--- config.mk ---
export PLATFORM = sky130hd
export DESIGN_NAME = seg7_scan_decoder
export DESIGN_NICKNAME = d
export VERILOG_FILES = /design/src/rtl/seg7_pkg.sv /design/src/rtl/seg7_glyph_decode.sv /design/src/rtl/seg7_scan_decoder.sv
export SDC_FILE = /design/constraint.sdc
export NUM_CORES = 1
export LEC_CHECK = 0
export ABC_AREA = 1
export CAP_MARGIN = 20
export CORE_MARGIN = 2
export CORE_UTILIZATION = 40
export DETAILED_ROUTE_END_ITERATION = 8
export GPL_ROUTABILITY_DRIVEN = 0
export SYNTH_ARGS = -nofsm -noshare
export SYNTH_HDL_FRONTEND = slang
export SYNTH_HIERARCHICAL = 1
export SYNTH_SLANG_ARGS = --single-unit
--- constraint.sdc ---
create_clock -name clk -period 6.9 [get_ports clk]
set_input_delay 2.07 -clock clk [delete_from_list [all_inputs] [get_ports clk]]
set_output_delay 2.07 -clock clk [all_outputs]
set_load 0.05 [all_outputs]
--- src/rtl/seg7_pkg.sv ---
// Shared seven-segment definitions: active-low abcdefg glyphs and scan FSM states.
// Latency: n/a (constants only).
// Backpressure: n/a.
package seg7_pkg;

  localparam logic [6:0] SEG_0     = 7'b0000001;
  localparam logic [6:0] SEG_1     = 7'b1001111;
  localparam logic [6:0] SEG_2     = 7'b0010010;
  localparam logic [6:0] SEG_3     = 7'b0000110;
  localparam logic [6:0] SEG_4     = 7'b1001100;
  localparam logic [6:0] SEG_5     = 7'b0100100;
  localparam logic [6:0] SEG_6     = 7'b0100000;
  localparam logic [6:0] SEG_7     = 7'b0001111;
  localparam logic [6:0] SEG_8     = 7'b0000000;
  localparam logic [6:0] SEG_9     = 7'b0000100;
  localparam logic [6:0] SEG_A     = 7'b0001000;
  localparam logic [6:0] SEG_B     = 7'b1100000;
  localparam logic [6:0] SEG_C     = 7'b0110001;
  localparam logic [6:0] SEG_D     = 7'b1000010;
  localparam logic [6:0] SEG_E     = 7'b0110000;
  localparam logic [6:0] SEG_F     = 7'b0111000;
  localparam logic [6:0] SEG_BLANK = 7'b1111111;

  typedef enum logic [1:0] {
    IDLE   = 2'd0,
    SETTLE = 2'd1,
    ACCEPT = 2'd2,
    HOLD   = 2'd3
  } state_t;

endpackage

--- src/rtl/seg7_glyph_decode.sv ---
// Maps an active-low abcdefg pattern back to its hex nibble, flagging non-hex glyphs.
// Latency: combinational.
// Backpressure: none.
module seg7_glyph_decode
  import seg7_pkg::*;
(
  input  logic [6:0] seg,
  output logic [3:0] nibble,
  output logic       nibble_vld
);

  always_comb begin
    nibble     = 4'h0;
    nibble_vld = 1'b1;
    case (seg)
      SEG_0:   nibble = 4'h0;
      SEG_1:   nibble = 4'h1;
      SEG_2:   nibble = 4'h2;
      SEG_3:   nibble = 4'h3;
      SEG_4:   nibble = 4'h4;
      SEG_5:   nibble = 4'h5;
      SEG_6:   nibble = 4'h6;
      SEG_7:   nibble = 4'h7;
      SEG_8:   nibble = 4'h8;
      SEG_9:   nibble = 4'h9;
      SEG_A:   nibble = 4'hA;
      SEG_B:   nibble = 4'hB;
      SEG_C:   nibble = 4'hC;
      SEG_D:   nibble = 4'hD;
      SEG_E:   nibble = 4'hE;
      SEG_F:   nibble = 4'hF;
      default: nibble_vld = 1'b0;
    endcase
  end

endmodule

--- src/rtl/seg7_scan_decoder.sv ---
// Reassembles the word shown on a scanned, active-low 8-digit seven-segment display.
// Latency: digit stored STABLE_CYCLES+1 clocks after its pattern appears; value one clock after the last digit.
// Backpressure: none; passive monitor that never stalls the scanned display.
module seg7_scan_decoder
  import seg7_pkg::*;
#(
  parameter int DIGITS        = 8,
  parameter int STABLE_CYCLES = 4
) (
  input  logic                  clk,
  input  logic                  rst,
  input  logic [DIGITS-1:0]     Anode_Activate,
  input  logic [6:0]            LED_out,
  output logic [4*DIGITS-1:0]   value,
  output logic                  value_valid,
  output logic                  glyph_err,
  output logic                  scan_err
);

  localparam int         IDX_W  = (DIGITS > 1) ? $clog2(DIGITS) : 1;
  localparam logic [7:0] STABLE = 8'(STABLE_CYCLES);

  logic [DIGITS-1:0]        anode_q;
  logic [6:0]               seg_q;
  logic                     chg_q;
  logic [7:0]               cnt_q;
  logic                     sample_chg;

  state_t                   state_q, state_d;
  logic [DIGITS-1:0]        seen_q, seen_d;
  logic [DIGITS-1:0][3:0]   digit_q;

  logic [DIGITS-1:0]        anode_n;
  logic                     blank, onehot;
  logic [IDX_W-1:0]         idx;
  logic                     armed, fire, store, bad_glyph, scan_bad, frame_done;
  logic [3:0]               dec_nib;
  logic                     dec_vld;

  // Sample stage; the stability counter tracks how long the registered copy has held.
  assign sample_chg = {Anode_Activate, LED_out} != {anode_q, seg_q};

  always_ff @(posedge clk or posedge rst) begin
    if (rst) begin
      anode_q <= '1;
      seg_q   <= SEG_BLANK;
      chg_q   <= 1'b0;
      cnt_q   <= 8'd0;
    end else begin
      anode_q <= Anode_Activate;
      seg_q   <= LED_out;
      chg_q   <= sample_chg;
      if (sample_chg)
        cnt_q <= 8'd1;
      else if (cnt_q < STABLE)
        cnt_q <= cnt_q + 8'd1;
    end
  end

  seg7_glyph_decode u_glyph (
    .seg        (seg_q),
    .nibble     (dec_nib),
    .nibble_vld (dec_vld)
  );

  always_comb begin
    anode_n = ~anode_q;
    blank   = (anode_n == '0);
    onehot  = !blank && ((anode_n & (anode_n - 1'b1)) == '0);
    idx     = '0;
    for (int i = 0; i < DIGITS; i++) begin
      if (anode_n[i])
        idx = IDX_W'(i);
    end
  end

  // The action fires on the edge that leaves SETTLE, so ACCEPT is the cycle its effects are visible.
  always_comb begin
    armed      = (state_q == SETTLE) || chg_q;
    fire       = armed && (cnt_q == STABLE);
    store      = fire && onehot;
    bad_glyph  = store && !dec_vld;
    scan_bad   = fire && !blank && !onehot;
    frame_done = &seen_q;

    state_d = state_q;
    if (fire)
      state_d = ACCEPT;
    else if (armed)
      state_d = SETTLE;
    else if (state_q == ACCEPT)
      state_d = HOLD;

    seen_d = frame_done ? '0 : seen_q;
    if (store)
      seen_d[idx] = 1'b1;
  end

  always_ff @(posedge clk or posedge rst) begin
    if (rst) begin
      state_q     <= IDLE;
      seen_q      <= '0;
      digit_q     <= '0;
      value       <= '0;
      value_valid <= 1'b0;
      glyph_err   <= 1'b0;
      scan_err    <= 1'b0;
    end else begin
      state_q     <= state_d;
      seen_q      <= seen_d;
      value_valid <= frame_done;
      scan_err    <= scan_bad;
      // A bad glyph landing on the completion cycle belongs to the new frame.
      glyph_err   <= (frame_done ? 1'b0 : glyph_err) | bad_glyph;
      if (frame_done)
        value <= digit_q;
      if (store)
        digit_q[idx] <= dec_vld ? dec_nib : 4'h0;
    end
  end

endmodule

==> impl_summary.md <==
Status
The flow ran to the end, and the final reports show no timing, DRC or antenna violations.

Routing
The DRC marker count from the first detailed-route iteration is 193. After detailed routing, the number of remaining DRC violations is 0. The total routed wirelength is 8980 um. The detailed-route via count is 3445. The residual antenna-violating net count after detailed routing is 0. The average detailed-routed wire length per instance is 12.3 um. The first-pass iteration count of the detailed router is 4. Dividing the detail-routed via count by the number of cells gives 4.71.

CTS
The number of buffers added for setup after CTS is 0. Once the clock tree was built, the resizer swapped 0 gates to a different size. The clock latency at the later pin of the worst-skew pair is 0.35 ns. Hold repair after CTS inserted 0 buffers. The number of clock buffers inserted by TritonCTS is 9. CTS saw 101 sinks. The H-tree was split into 3 levels.

The cell chosen for the clock root is sky130_fd_sc_hd__clkbuf_16. The clock-pin slew on the worst setup and hold paths is 0.07 ns. TritonCTS built the clock tree.

The largest buffer count on any clock path is 2.

Placement
The number of placed cells counting well taps is 715. Buffers placed on the I/O ports in this run total 51. The post-detailed-placement cell area is 5200 sq um. Detailed placement finished with a half-perimeter wire length of 6300 um.

Synth
The commonest cells after synthesis are 191 x sky130_fd_sc_hd__nand2_1, 86 x sky130_fd_sc_hd__dfrtp_1, 49 x sky130_fd_sc_hd__nor2_1. The sequential-to-total area share from yosys stat is 55.7%. The cell accounting for the most synthesized area is sky130_fd_sc_hd__dfrtp_1. Dividing the synthesized area by the synthesized cell count gives 8.59 sq um.

The count of state elements after synthesis is 101. The post-synthesis async set-or-reset flop share is 100%. Sorting the synthesized cells by area gives the leading types as sky130_fd_sc_hd__dfrtp_1 47%, sky130_fd_sc_hd__nand2_1 16%, sky130_fd_sc_hd__dfstp_2 8.6%. In the post-synthesis netlist, the cell with the most instances is sky130_fd_sc_hd__nand2_1. Yosys mapped a number of flops with a built-in enable equal to 0. Synthesis handed over a netlist of 532 instances. The area share of the largest cell type after synthesis is 47.1%. Yosys printed 6 warnings.

The number of nets in the synthesized netlist is 551. In this run the cell area of the synthesized design comes to 4570 sq um. Among all flip-flop cells after synthesis, the most frequent one is sky130_fd_sc_hd__dfrtp_1.

The number of different library cells used by synthesis comes to 29.

Die
The vertical die dimension is 111 um. The initialized floorplan defines 39 standard-cell rows. Once the floorplan was initialized, standard cells occupied 40.5% of the core. The die footprint is 12300 sq um. 52 I/O pins were placed. The floorplan step set the die width to 111 um. The area of the core is 11300 sq um.

Power and ir drop
The design draws 0.00114 W. The internal power component is 0.000886 W. The clock network burns 41.7% of the power.

For this design the static power due to leakage is 2.59 nW. The switching power share of the total is 22.0%. Sequential cells account for 53.6% of the total power. VDD sags by at most 0.105 mV. In this run, the combinational gates consume 4.8% of the power.

The power density over the cells is 207 nW/um^2. For this design the total switching power over the nets is 0.000250 W.

Worst setup path
The combined buffer and inverter count along the critical path is 1. On the worst path, the slowest cell contributes a delay of 0.81 ns. The worst path required time is 4.83 ns.

The category of the worst setup path capture point is a primary output. The critical path launch point type is a register. Of all nets on the critical path, the largest fanout is 2. Data arrives at the worst endpoint at 1.52 ns. The signal on the critical path passes through clkdlybuf4s50_1.

The slowest stage of the critical path is the sky130_fd_sc_hd__clkdlybuf4s50_1 cell. By startpoint and endpoint, the worst setup path is classified as register to primary output. The kind of cell with the highest combined delay along the critical path is buffers and inverters.

Global route
The pin count of the biggest net entering global routing is 65. The via count of the first global-routing pass is 3395. The first global-routing pass estimated 15600 um of wire.

Global routing used 15.7% of the available tracks across all layers. The total global routing overflow is 0. The initial antenna violation count is 0.

STA
The max-slew violation count is 0. Setup repair after global routing left no endpoint under its margin. The ratio of final minimum period to clock period is 52.0%.

The number of hold-slack violations in the final timing report is 0. Across the routed clock network, the largest skew measured is 0.00751 ns. In the final timing run, aggregate negative setup slack is 0 ns. The maximum clock frequency is 279 MHz.

At the pin with the least slew margin, the transition time is 0.763 ns. The clock period could shrink to 3.59 ns. The count of final setup violators is 0. The relative max-transition margin is 49.1%.

Cells and area
For this run, the post-layout net count is 602. The finished cells cover 5480 sq um. Cells fill 48.7% of the core in the end. The repair_antennas step left the layout with diodes totalling 0. Once layout is complete, the cells apart from fillers number 731.

The area overhead of the layout relative to synthesis is 20.0%. In the final layout, the share of cells above drive strength 1 is 10.5%.

Job
The max-cap check violation count is 0.

Worst hold path
The worst min-delay path class is register to register.
## per-layer routing
metal	GRT usage (%)	vias to the layer above	routed length, um
met4	6.08	0	145
met2	26.3	57	4190
li1	-	1776	-
met3	3.28	11	332
met1	19.9	1601	4310
met5	0	-	0
## state kept, by name, indices dropped and copies added (netlist names)
signal and flops:
scan_err 1, digit_q 32, anode_q 8, chg_q 1, glyph_err 1, seg_q 7
seen_q 8, value_valid 1, value 32, state_q 2, cnt_q 8
## final timing paths
check                      startpoint          end  slack (ns)  depth (start not counted)
max                         value[20]    value[20]        3.31                          1
max reg2reg                  seg_q[1]  digit_q[20]        4.86                         12
min in group asynchronous         rst    value[22]        2.21                          2
min                             chg_q   state_q[1]        0.47                          1
min reg2reg                     chg_q   state_q[1]        0.47                          1
max in group asynchronous         rst     value[8]        3.71                          3
## cells in the final DEF (no fill, tap or decap)
cell | netlist | routed
sky130_fd_sc_hd__inv_1 | 44 | 43
sky130_fd_sc_hd__inv_2 | 5 | 5
sky130_fd_sc_hd__nand3_4 | 1 | 1
sky130_fd_sc_hd__clkinv_2 | 0 | 1
sky130_fd_sc_hd__clkbuf_16 | 0 | 9
sky130_fd_sc_hd__clkinvlp_4 | 0 | 2
sky130_fd_sc_hd__clkbuf_1 | 6 | 2
sky130_fd_sc_hd__clkdlybuf4s50_1 | 0 | 51
sky130_fd_sc_hd__nand3_2 | 5 | 5
sky130_fd_sc_hd__o21ai_0 | 20 | 20
sky130_fd_sc_hd__nor3b_1 | 1 | 1
sky130_fd_sc_hd__clkinv_1 | 1 | 1
sky130_fd_sc_hd__xnor2_1 | 15 | 15
sky130_fd_sc_hd__nand2_2 | 4 | 4
sky130_fd_sc_hd__nand2_1 | 191 | 191
sky130_fd_sc_hd__buf_4 | 0 | 3
sky130_fd_sc_hd__or2_1 | 1 | 1
sky130_fd_sc_hd__clkbuf_8 | 0 | 2
sky130_fd_sc_hd__nor3_2 | 1 | 1
sky130_fd_sc_hd__nor2_2 | 11 | 11
sky130_fd_sc_hd__nand4_1 | 18 | 18
sky130_fd_sc_hd__nand3_1 | 15 | 15
sky130_fd_sc_hd__nor2_4 | 2 | 2
sky130_fd_sc_hd__dfrtp_1 | 86 | 86
sky130_fd_sc_hd__a21oi_1 | 4 | 4
sky130_fd_sc_hd__nand3b_1 | 2 | 2
sky130_fd_sc_hd__o21ai_1 | 6 | 6
sky130_fd_sc_hd__nor3_1 | 2 | 2
sky130_fd_sc_hd__o21bai_1 | 17 | 17
sky130_fd_sc_hd__ha_1 | 2 | 2
sky130_fd_sc_hd__nor2_1 | 49 | 49
sky130_fd_sc_hd__inv_4 | 0 | 1
sky130_fd_sc_hd__dfstp_2 | 15 | 15
## kinds of logic after synthesis
family | Yosys count | synth area share, %
simple gates | 303 | 28.9
buf+inv | 64 | 5.86
flops | 101 | 55.7
compound gates | 47 | 6.08
xor+xnor | 15 | 2.88
fa+ha+maj | 2 | 0.548
## final cells by class
| class | count | area [sq um] |
|---|---|---|
| Multi-Input combinational cell | 367 | 1760 |
| Tap cell | 143 | 179 |
| Fill cell | 1121 | 5790 |
| Clock inverter | 3 | 20.0 |
| Sequential cell | 101 | 2550 |
| Clock buffer | 13 | 260 |
| Inverter | 50 | 190 |
| Timing Repair Buffer | 54 | 533 |
## power groups by stage
stage / clock (W) / sequential (W) / combinational, W
3_3_place_gp: 0 / 0.000620 / 0.0000548
2_1_floorplan: 0 / 0.000617 / 0.0000371
4_1_cts: 0.000487 / 0.000609 / 0.0000555
6_report: 0.000473 / 0.000609 / 0.0000540
5_1_grt: 0.000519 / 0.000610 / 0.0000621
3_5_place_dp: 0 / 0.000620 / 0.0000553
## stage by stage
stage / hold slack, ns / setup slack [ns]
after floorplan: 0.441 / 2.21
after global placement: 0.457 / 3.27
after detailed placement: 0.460 / 3.25
after CTS: 0.473 / 3.30
after global routing: 0.492 / 3.28
final: 0.469 / 3.31
## worst reg2reg max path: stages, from the launching register on
cell and delay [ns]:
sky130_fd_sc_hd__dfstp_2 0.60, sky130_fd_sc_hd__inv_1 0.05, sky130_fd_sc_hd__nor2_1 0.15, sky130_fd_sc_hd__nand2_1 0.08, sky130_fd_sc_hd__nor2_1 0.14, sky130_fd_sc_hd__nor2_1 0.08, sky130_fd_sc_hd__nand2_1 0.06, sky130_fd_sc_hd__nor2_1 0.04
sky130_fd_sc_hd__nand2_1 0.12, sky130_fd_sc_hd__nand2_1 0.08, sky130_fd_sc_hd__inv_1 0.31, sky130_fd_sc_hd__nand4_1 0.16, sky130_fd_sc_hd__nand2_1 0.11
Note: power is estimated with default switching activity, not from simulation.
